File: config.mk
export PLATFORM = sky130hd
export DESIGN_NAME = cache_line_param
export DESIGN_NICKNAME = d
export VERILOG_FILES = /design/src/rtl/cache_line_param.sv
export SDC_FILE = /design/constraint.sdc
export NUM_CORES = 1
export LEC_CHECK = 0
export ABC_AREA = 1
export CELL_PAD_IN_SITES_DETAIL_PLACEMENT = 1
export CELL_PAD_IN_SITES_GLOBAL_PLACEMENT = 2
export CORE_ASPECT_RATIO = 1.75
export CORE_MARGIN = 5
export CORE_UTILIZATION = 36
export DETAILED_ROUTE_END_ITERATION = 8
export GPL_ROUTABILITY_DRIVEN = 0
export PLACE_DENSITY_LB_ADDON = 0.1
export SLEW_MARGIN = 20
export SYNTH_ARGS = -nofsm -noshare
export SYNTH_HDL_FRONTEND = slang
export SYNTH_SLANG_ARGS = --single-unit
File: constraint.sdc
create_clock -name clk -period 2.6 [get_ports clk]
set_input_delay 0.52 -clock clk [delete_from_list [all_inputs] [get_ports clk]]
set_output_delay 0.52 -clock clk [all_outputs]
set_load 0.02 [all_outputs]
File: src/rtl/cache_line_param.sv
// One way of a cache set: data words, tag, valid and dirty state, tag compare,
// byte-enabled write hits, and burst refill / write-back sequencers.
module cache_line_param #(
    parameter int WORDS  = 16,
    parameter int DATA_W = 32,
    parameter int TAG_W  = 25,
    localparam int OFF_W = $clog2(WORDS),
    localparam int BE_W  = DATA_W / 8
) (
    input  logic              clk,
    input  logic              reset,
    input  logic [TAG_W-1:0]  lookup_tag,
    input  logic [OFF_W-1:0]  rd_offset,
    output logic [DATA_W-1:0] rd_data,
    output logic              hit,
    input  logic              wr_en,
    input  logic [OFF_W-1:0]  wr_offset,
    input  logic [DATA_W-1:0] wr_data,
    input  logic [BE_W-1:0]   wr_be,
    input  logic              invalidate,
    input  logic              fill_start,
    input  logic [TAG_W-1:0]  fill_tag,
    input  logic              fill_valid,
    input  logic [DATA_W-1:0] fill_data,
    input  logic              wb_start,
    output logic              wb_valid,
    input  logic              wb_ready,
    output logic [OFF_W-1:0]  wb_offset,
    output logic [DATA_W-1:0] wb_data,
    output logic [TAG_W-1:0]  tag_out,
    output logic              valid_out,
    output logic              dirty_out,
    output logic              busy,
    output logic              fill_done,
    output logic              wb_done,
    output logic [1:0]        dbg_state_o
);

    typedef enum logic [1:0] {
        S_IDLE = 2'd0,
        S_FILL = 2'd1,
        S_WB   = 2'd2
    } state_e;

    localparam logic [OFF_W-1:0] LAST = OFF_W'(WORDS - 1);

    state_e             state_q;
    logic [OFF_W-1:0]   cnt_q;
    logic [TAG_W-1:0]   tag_q;
    logic               valid_q;
    logic               dirty_q;
    logic               fill_done_q;
    logic               wb_done_q;
    logic [DATA_W-1:0]  mem_q [WORDS];
    logic [DATA_W-1:0]  wr_word_d;

    // Byte merge of the write-hit data into the currently stored word.
    always_comb begin
        wr_word_d = mem_q[wr_offset];
        for (int b = 0; b < BE_W; b++) begin
            if (wr_be[b]) begin
                wr_word_d[8*b +: 8] = wr_data[8*b +: 8];
            end
        end
    end

    assign hit         = valid_q && (tag_q == lookup_tag) && (state_q == S_IDLE);
    assign rd_data     = mem_q[rd_offset];
    assign wb_valid    = (state_q == S_WB);
    assign wb_offset   = cnt_q;
    assign wb_data     = mem_q[cnt_q];
    assign tag_out     = tag_q;
    assign valid_out   = valid_q;
    assign dirty_out   = dirty_q;
    assign busy        = (state_q != S_IDLE);
    assign fill_done   = fill_done_q;
    assign wb_done     = wb_done_q;
    assign dbg_state_o = state_q;

    always_ff @(posedge clk) begin
        if (reset) begin
            state_q     <= S_IDLE;
            cnt_q       <= '0;
            tag_q       <= '0;
            valid_q     <= 1'b0;
            dirty_q     <= 1'b0;
            fill_done_q <= 1'b0;
            wb_done_q   <= 1'b0;
            for (int i = 0; i < WORDS; i++) begin
                mem_q[i] <= '0;
            end
        end else begin
            fill_done_q <= 1'b0;
            wb_done_q   <= 1'b0;
            case (state_q)
                S_IDLE: begin
                    // Write-back wins over refill; a dropped fill_start is re-issued later.
                    if (wb_start) begin
                        state_q <= S_WB;
                        cnt_q   <= '0;
                    end else if (fill_start) begin
                        state_q <= S_FILL;
                        cnt_q   <= '0;
                        tag_q   <= fill_tag;
                        valid_q <= 1'b0;
                        dirty_q <= 1'b0;
                    end else if (invalidate) begin
                        valid_q <= 1'b0;
                        dirty_q <= 1'b0;
                    end else if (wr_en && hit) begin
                        mem_q[wr_offset] <= wr_word_d;
                        dirty_q          <= 1'b1;
                    end
                end
                S_FILL: begin
                    if (fill_valid) begin
                        mem_q[cnt_q] <= fill_data;
                        if (cnt_q == LAST) begin
                            state_q     <= S_IDLE;
                            valid_q     <= 1'b1;
                            dirty_q     <= 1'b0;
                            fill_done_q <= 1'b1;
                        end else begin
                            cnt_q <= cnt_q + OFF_W'(1);
                        end
                    end
                end
                S_WB: begin
                    if (wb_ready) begin
                        if (cnt_q == LAST) begin
                            state_q   <= S_IDLE;
                            dirty_q   <= 1'b0;
                            wb_done_q <= 1'b1;
                        end else begin
                            cnt_q <= cnt_q + OFF_W'(1);
                        end
                    end
                end
                default: begin
                    state_q <= S_IDLE;
                end
            endcase
        end
    end

endmodule
==> results of run 1 <==
## metrics by stage
step | hold slack [ns] | power (mW)
floorplan | 0.5538 | 15.54
global placement | 0.4760 | 20.42
detailed placement | 0.4822 | 20.64
CTS | 0.4622 | 29.25
global route | 0.4948 | 31.53
finish | 0.4867 | 30.33
## where the power goes
part | switching, mW | internal (mW)
combinational | 6.90 | 4.85
sequential | 0.316 | 10.1
clock | 3.68 | 4.46
## final cells by class
| cell class | count | area [µm²] |
|---|---|---|
| Timing Repair Buffer | 764 | 8738 |
| Clock buffer | 60 | 1395 |
| Clock inverter | 37 | 355.3 |
| Inverter | 338 | 1270 |
| Sequential cell | 551 | 16170 |
| Multi-Input combinational cell | 2441 | 12810 |
| Tap cell | 1072 | 1341 |
| Fill cell | 9623 | 42420 |
| Antenna cell | 1 | 2.502 |
## state kept, by name (all words and copies together) (netlist names), named ones only
register / cells
mem_q: 512
tag_out: 25
wb_offset: 4
dbg_state_o: 2
dirty_out: 1
fill_done: 1
valid_out: 1
wb_done: 1
## worst paths after layout
kind,from,to,slack (ns)
worst max-delay path,register,wb_data[8],-0.23
worst min-delay path,tag_out[22]$_SDFFE_PP0P_,tag_out[22]$_SDFFE_PP0P_,0.49
worst max register to register,dbg_state_o[1]$_SDFFE_PP0P_,mem_q[13][2]$_SDFFCE_PN0P_,0.03
worst min register to register,tag_out[22]$_SDFFE_PP0P_,tag_out[22]$_SDFFE_PP0P_,0.49
## timing repair
item | CTS | global route
endpoints found under the setup margin | 295 | 532
cloned | 4 | 22
pin swaps | 21 | 65
buffers inserted | 16 | 26
resized for setup | 323 | 280
## cell usage in the layout, fill, tap and decap left out, drive strengths merged
cell	n
edfxtp	512
o221ai	60
o21ai	439
nand2	566
and3	1
o211ai	117
clkbuf	94
a21oi	427
dfxtp	39
diode	1
nand3	188
o221a	1
xnor2	5
o22ai	11
clkinv	24
clkdlybuf4s15	3
ha	5
dlygate4sd2	6
nand4	12
bufinv	6
nor3	4
nor4	3
mux2i	32
a211oi	1
or2	2
nor2	565
clkinvlp	5
dlymetal6s2s	3
clkdlybuf4s50	162
inv	340
bufbuf	1
buf	555
xor2	2
## per-layer routing
| metal | up-vias | wire length, µm | track usage |
|---|---|---|---|
| li1 | 13515 | - | - |
| met1 | 14963 | 48140 | 0.2926 |
| met2 | 1087 | 74270 | 0.5353 |
| met3 | 372 | 6659 | 0.03617 |
| met4 | 4 | 8838 | 0.1477 |
| met5 | - | 25 | 0 |
## cells by family after synthesis
family / Yosys count
compound gates: 1056
flops: 551
mux: 32
simple gates: 1340
buf+inv: 603
fa+ha+maj: 5
xor+xnor: 7
## critical path, stage by stage, from the launching register on
cell and delay, ns:
dfxtp_4 0.48, buf_12 0.23, buf_16 0.22, o21ai_1 0.11, a21oi_2 0.20, o221ai_2 0.15
nand2_1 0.14, buf_6 0.13
==> qor.yml, run 1 <==
synthesis:
  synth_area_mm2: 0.03066
  yosys.cell_count.top_type: "nor2_1"
  synth.distinct_cells: 37
  synth_common_cells: "549 x nor2_1, 518 x nand2_1, 512 x edfxtp_1"
  async_reset_ff_frac: 0
  synth_top_cells_by_area: "edfxtp_1 50%, o21ai_0 7.1%, a21oi_1 7.0%"
  synthXorXnorAreaFrac: 0.002000
  yosys.area.top_type: "edfxtp_1"
  synth_top_family_by_area: "compound AO/OA/AOI/OAI gates"
  muxShareOfSynthArea: 0.01351
  synth_adder_area_share: 0.002041
  avgSynthCellArea_um2: 8.530
  yosys_warnings: 0
  synth-simple-area-share: 0.1871
  ys_seq_elements: 551
  syn_inst: 3594
  ys.flop_type: "edfxtp_1"
  synth_nets: 3733
  synth_enable_flop_cells: 512
  ys_seq_area_frac: 0.5270
  yosys.area.top_type_share: 0.5015
  synth_compound_area_frac: 0.1903
setup_path:
  cp_max_fo: 30
  start_kind: "register"
  critPathCaptureType: "output pin"
  reg2regPathDepth: 14
  cp.arrival_ns: 2.31
  critPathRequiredTime_ns: 2.08
  criticalPathCategory: "reg -> out"
clock_network:
  cts_max_path_buffers: 3
  ctsHoldBuffers: 0
  cts-root-buf: "clkbuf_16"
  clk_pin_slew_ns: 0.07
  cts_tree: "done"
  cts.sinks: 551
  clock_latency_ns: 0.64
  htree_levels: 2
  numCtsBuffers: 54
die:
  io_pins: 236
  initial_core_util: 0.3628
  rows: 141
  dieArea_mm2: 0.09132
  die_width_um: 230.6
  core_area_mm2: 0.08450
  die_y_um: 396.0
placed_design:
  placed_area_mm2: 0.03848
  port_buffers: 235
  pre_cts_slack_ns: -0.6403
  dp.cells: 5104
  place_hpwl_um: 97160
layout:
  area_growth_pct: 37.28
  final_util: 0.4980
  final_nets: 4289
  fin_cells: 5264
  drive_gt1_frac: 0.2252
  fin_area_mm2: 0.04208
sta:
  period_share: 1.088
  timing.setup.tns_ns: -5.567
  fin_ws_ns: -0.2287
  drv_slew: 0
  setup-violations-final: 33
  max_freq_mhz: 353.5
  finalClockSkew_ns: 0.02992
  rsz0062_at_grt: "true"
  worst_pin_slew_ns: 0.8124
  min_period_ns: 2.829
  final-hold-violation-count: 0
  timing.slew.headroom: 0.4584
routing:
  postRouteAntennaNets: 0
  vias_per_cell: 5.688
  vias: 29941
  drt-pass1-iter-count: 5
  drtIter0Drc: 2231
  drc_errors: 0
  totalWireLength_um: 137900
  wl_per_cell_um: 26.20
grt:
  grt_max_degree: 61
  grt.overflow.total: 0
  grt_use_total: 0.2791
  antenna_found_initial: 2
  grt_pass1_wl_um: 194600
  grt_pass1_vias: 31576
min_path:
  hold_class: "reg -> reg"
  holdPathStages: 2
power:
  powerDensity_mw_per_mm2: 720.8
  ir_drop_mv: 0.4783
  p_leak_nw: 17.46
outcome:
  status: "finished with violations"
  failed_checks: "negative setup slack"
flow_run:
  max_cap_viol_count: 0
Power figures use the tool's default switching activity.
==> run 2, diff against run 1 <==
--- a/config.mk
+++ b/config.mk
@@ -13,7 +13,7 @@
 export CORE_UTILIZATION = 36
 export DETAILED_ROUTE_END_ITERATION = 8
 export GPL_ROUTABILITY_DRIVEN = 0
-export PLACE_DENSITY_LB_ADDON = 0.1
+export PLACE_DENSITY = 0.89
 export SLEW_MARGIN = 20
 export SYNTH_ARGS = -nofsm -noshare
 export SYNTH_HDL_FRONTEND = slang
==> run 2 against run 1 <==
Compared with the run above:
- the run still ends with negative setup slack left
- flip-flop and latch count is the same
- non-clock buffer count grew 31
- register-to-register slack lost 0.09 ns
- sequential share of layout area shrank 1.8 points
- sequential power is essentially flat
- clock power grew 4.9%
- critical path type unchanged
- largest cell class unchanged
==> qor.yml, run 2 (synthesis gave the netlist of run 1 again) <==
die:
  die_width_um: 230.6
  rows: 141
  dieArea_mm2: 0.09132
  io_pins: 236
  die_y_um: 396.0
  initial_core_util: 0.3628
  core_area_mm2: 0.08450
sta:
  fin_hold_ws_ns: 0.4751
  drv_slew: 0
  finalClockSkew_ns: 0.02827
  max_freq_mhz: 341.1
  period_share: 1.127
  setup-violations-final: 76
  rsz0062_at_grt: "true"
  final-hold-violation-count: 0
  min_period_ns: 2.931
  worst_pin_slew_ns: 1.115
  fin_ws_ns: -0.3314
  timing.slew.headroom: 0.2570
setup_path:
  cp.arrival_ns: 2.41
  cpMostUsedCell: "buf_12"
  critical_path.slowest_cell: "dfxtp_4"
  crit-reg2reg-launch: "dbg_state_o[0]$_SDFFE_PP0P_"
  critPathRequiredTime_ns: 2.08
  crit_chain: "buf_12, buf_16, buf_12, buf_12, o211ai_1, nand3_1, nand3_2, nand2_2, buf_6"
  criticalPathCategory: "reg -> out"
  cp_max_fo: 7
  critPathCaptureType: "output pin"
  max_stage_delay_ns: 0.40
  start_kind: "register"
clock_network:
  htree_levels: 2
  cts-root-buf: "clkbuf_16"
  cts_max_path_buffers: 3
  numCtsBuffers: 55
  cts.sinks: 551
  clock_latency_ns: 0.66
  clk_pin_slew_ns: 0.06
  cts_tree: "done"
grt:
  grt_use_total: 0.2839
  grt.overflow.total: 0
  grt_pass1_wl_um: 198300
  grt_pass1_vias: 32444
  grt_max_degree: 53
  antenna_found_initial: 0
layout:
  regArea_mm2: 0.01617
  area_growth_pct: 44.23
  top_register: "mem_q"
  final_cell_mix: "512 x edfxtp_1, 477 x nor2_1, 435 x nand2_1"
  largest_register_ffs: 512
  final_common_cell: "edfxtp_1"
  fin_area_mm2: 0.04421
  fillers: 9337
  final_nets: 4320
  multiInputGateArea_mm2: 0.01388
  fin_cells: 5298
  drive_gt1_frac: 0.2767
min_path:
  hp-start: "fill_tag[16]"
  hold_class: "in -> reg"
placed_design:
  dp.cells: 5099
  placed_area_mm2: 0.03859
  port_buffers: 235
  place_hpwl_um: 92970
routing:
  wl_per_cell_um: 27.37
  postRouteAntennaNets: 0
  vias_per_cell: 5.950
  drtIter0Drc: 2749
  totalWireLength_um: 145000
  drt-pass1-iter-count: 6
  drc_errors: 0
  vias: 31525
power:
  p_switching_mw: 12.08
  p_int_mw: 21.02
  p_clk_frac: 0.258
  ir_drop_mv: 0.5179
  p_leak_nw: 17.98
  p_comb_frac: 0.426
  sw_frac_of_total: 0.3650
  p_seq_frac: 0.316
  powerDensity_mw_per_mm2: 748.7
outcome:
  status: "finished with violations"
  failed_checks: "negative setup slack"
flow_run:
  max_cap_viol_count: 0
run 2: changes by cell type in the layout (fill, tap and decap cells not counted), sizes merged, moves of 2 or more:
cell           previous run  this run
clkinvlp                  5         3
buf                     555       578
clkbuf                   94       106
dlygate4sd2               6         4
clkdlybuf4s15             3         6
run 2: critical path: cells and delay by family, from the launching register on:
| family | cells | cell delay [ns] |
|---|---|---|
| buffers and inverters | 5 | 0.73 |
| flip-flops | 1 | 0.40 |
| AND/OR/NAND/NOR | 3 | 0.37 |
| AO/OA/AOI/OAI | 1 | 0.22 |
run 2: area by class of cell:
| cell class | count | area share |
|---|---|---|
| Timing Repair Buffer | 795 | 0.2189 |
| Sequential cell | 551 | 0.3658 |
| Antenna cell | 1 | 0.00005660 |
| Inverter | 338 | 0.02881 |
| Clock inverter | 36 | 0.008971 |
| Clock buffer | 65 | 0.03314 |
| Tap cell | 1072 | 0.03034 |
| Multi-Input combinational cell | 2440 | 0.3139 |
run 2: power groups by stage:
stage,clock (mW),sequential (mW),combinational (mW)
after global placement,0,10.6,9.67
after CTS,8.56,10.5,12.2
after detailed placement,0,10.6,9.87
after floorplan,0,10.6,4.97
final,8.54,10.5,14.1
after global routing,8.95,10.5,14.7
run 2: repair_timing:
| action | 4_1_cts | 5_1_grt |
|---|---|---|
| gates cloned | 26 | 28 |
| pin swaps | 77 | 117 |
| hold buffers | 0 | 0 |
| endpoints found under the setup margin | 629 | 480 |
| gates resized for setup | 584 | 437 |
| setup buffers | 33 | 35 |
run 2: final timing paths:
check	end	slack, ns	cells after the start
hold / removal	tag_out[16]$_SDFFE_PP0P_	0.48	3
setup reg to reg	mem_q[11][22]$_SDFFCE_PN0P_	-0.06	17
hold reg to reg	tag_out[23]$_SDFFE_PP0P_	0.49	2
setup / recovery	wb_data[13]	-0.33	9
run 2: routing by layer:
metal	wire, µm	GRT usage	vias to the layer above
met5	0	0	-
met3	10290	0.04585	686
met1	47290	0.2885	15462
met2	74340	0.5298	1796
li1	-	-	13581
met4	13110	0.1881	0
run 2: stage by stage:
step / TNS [ns] / utilization / power, mW / setup slack, ns
4_1_cts: -7.168 / 0.5015 / 31.20 / -0.2669
6_report: -8.780 / 0.5232 / 33.10 / -0.3314
5_1_grt: -33.17 / 0.5232 / 34.13 / -0.4311
3_5_place_dp: -418.24 / 0.4567 / 20.50 / -0.5495
2_1_floorplan: 0 / - / 15.54 / 0.1071
3_3_place_gp: -373.87 / 0.4567 / 20.29 / -0.5144
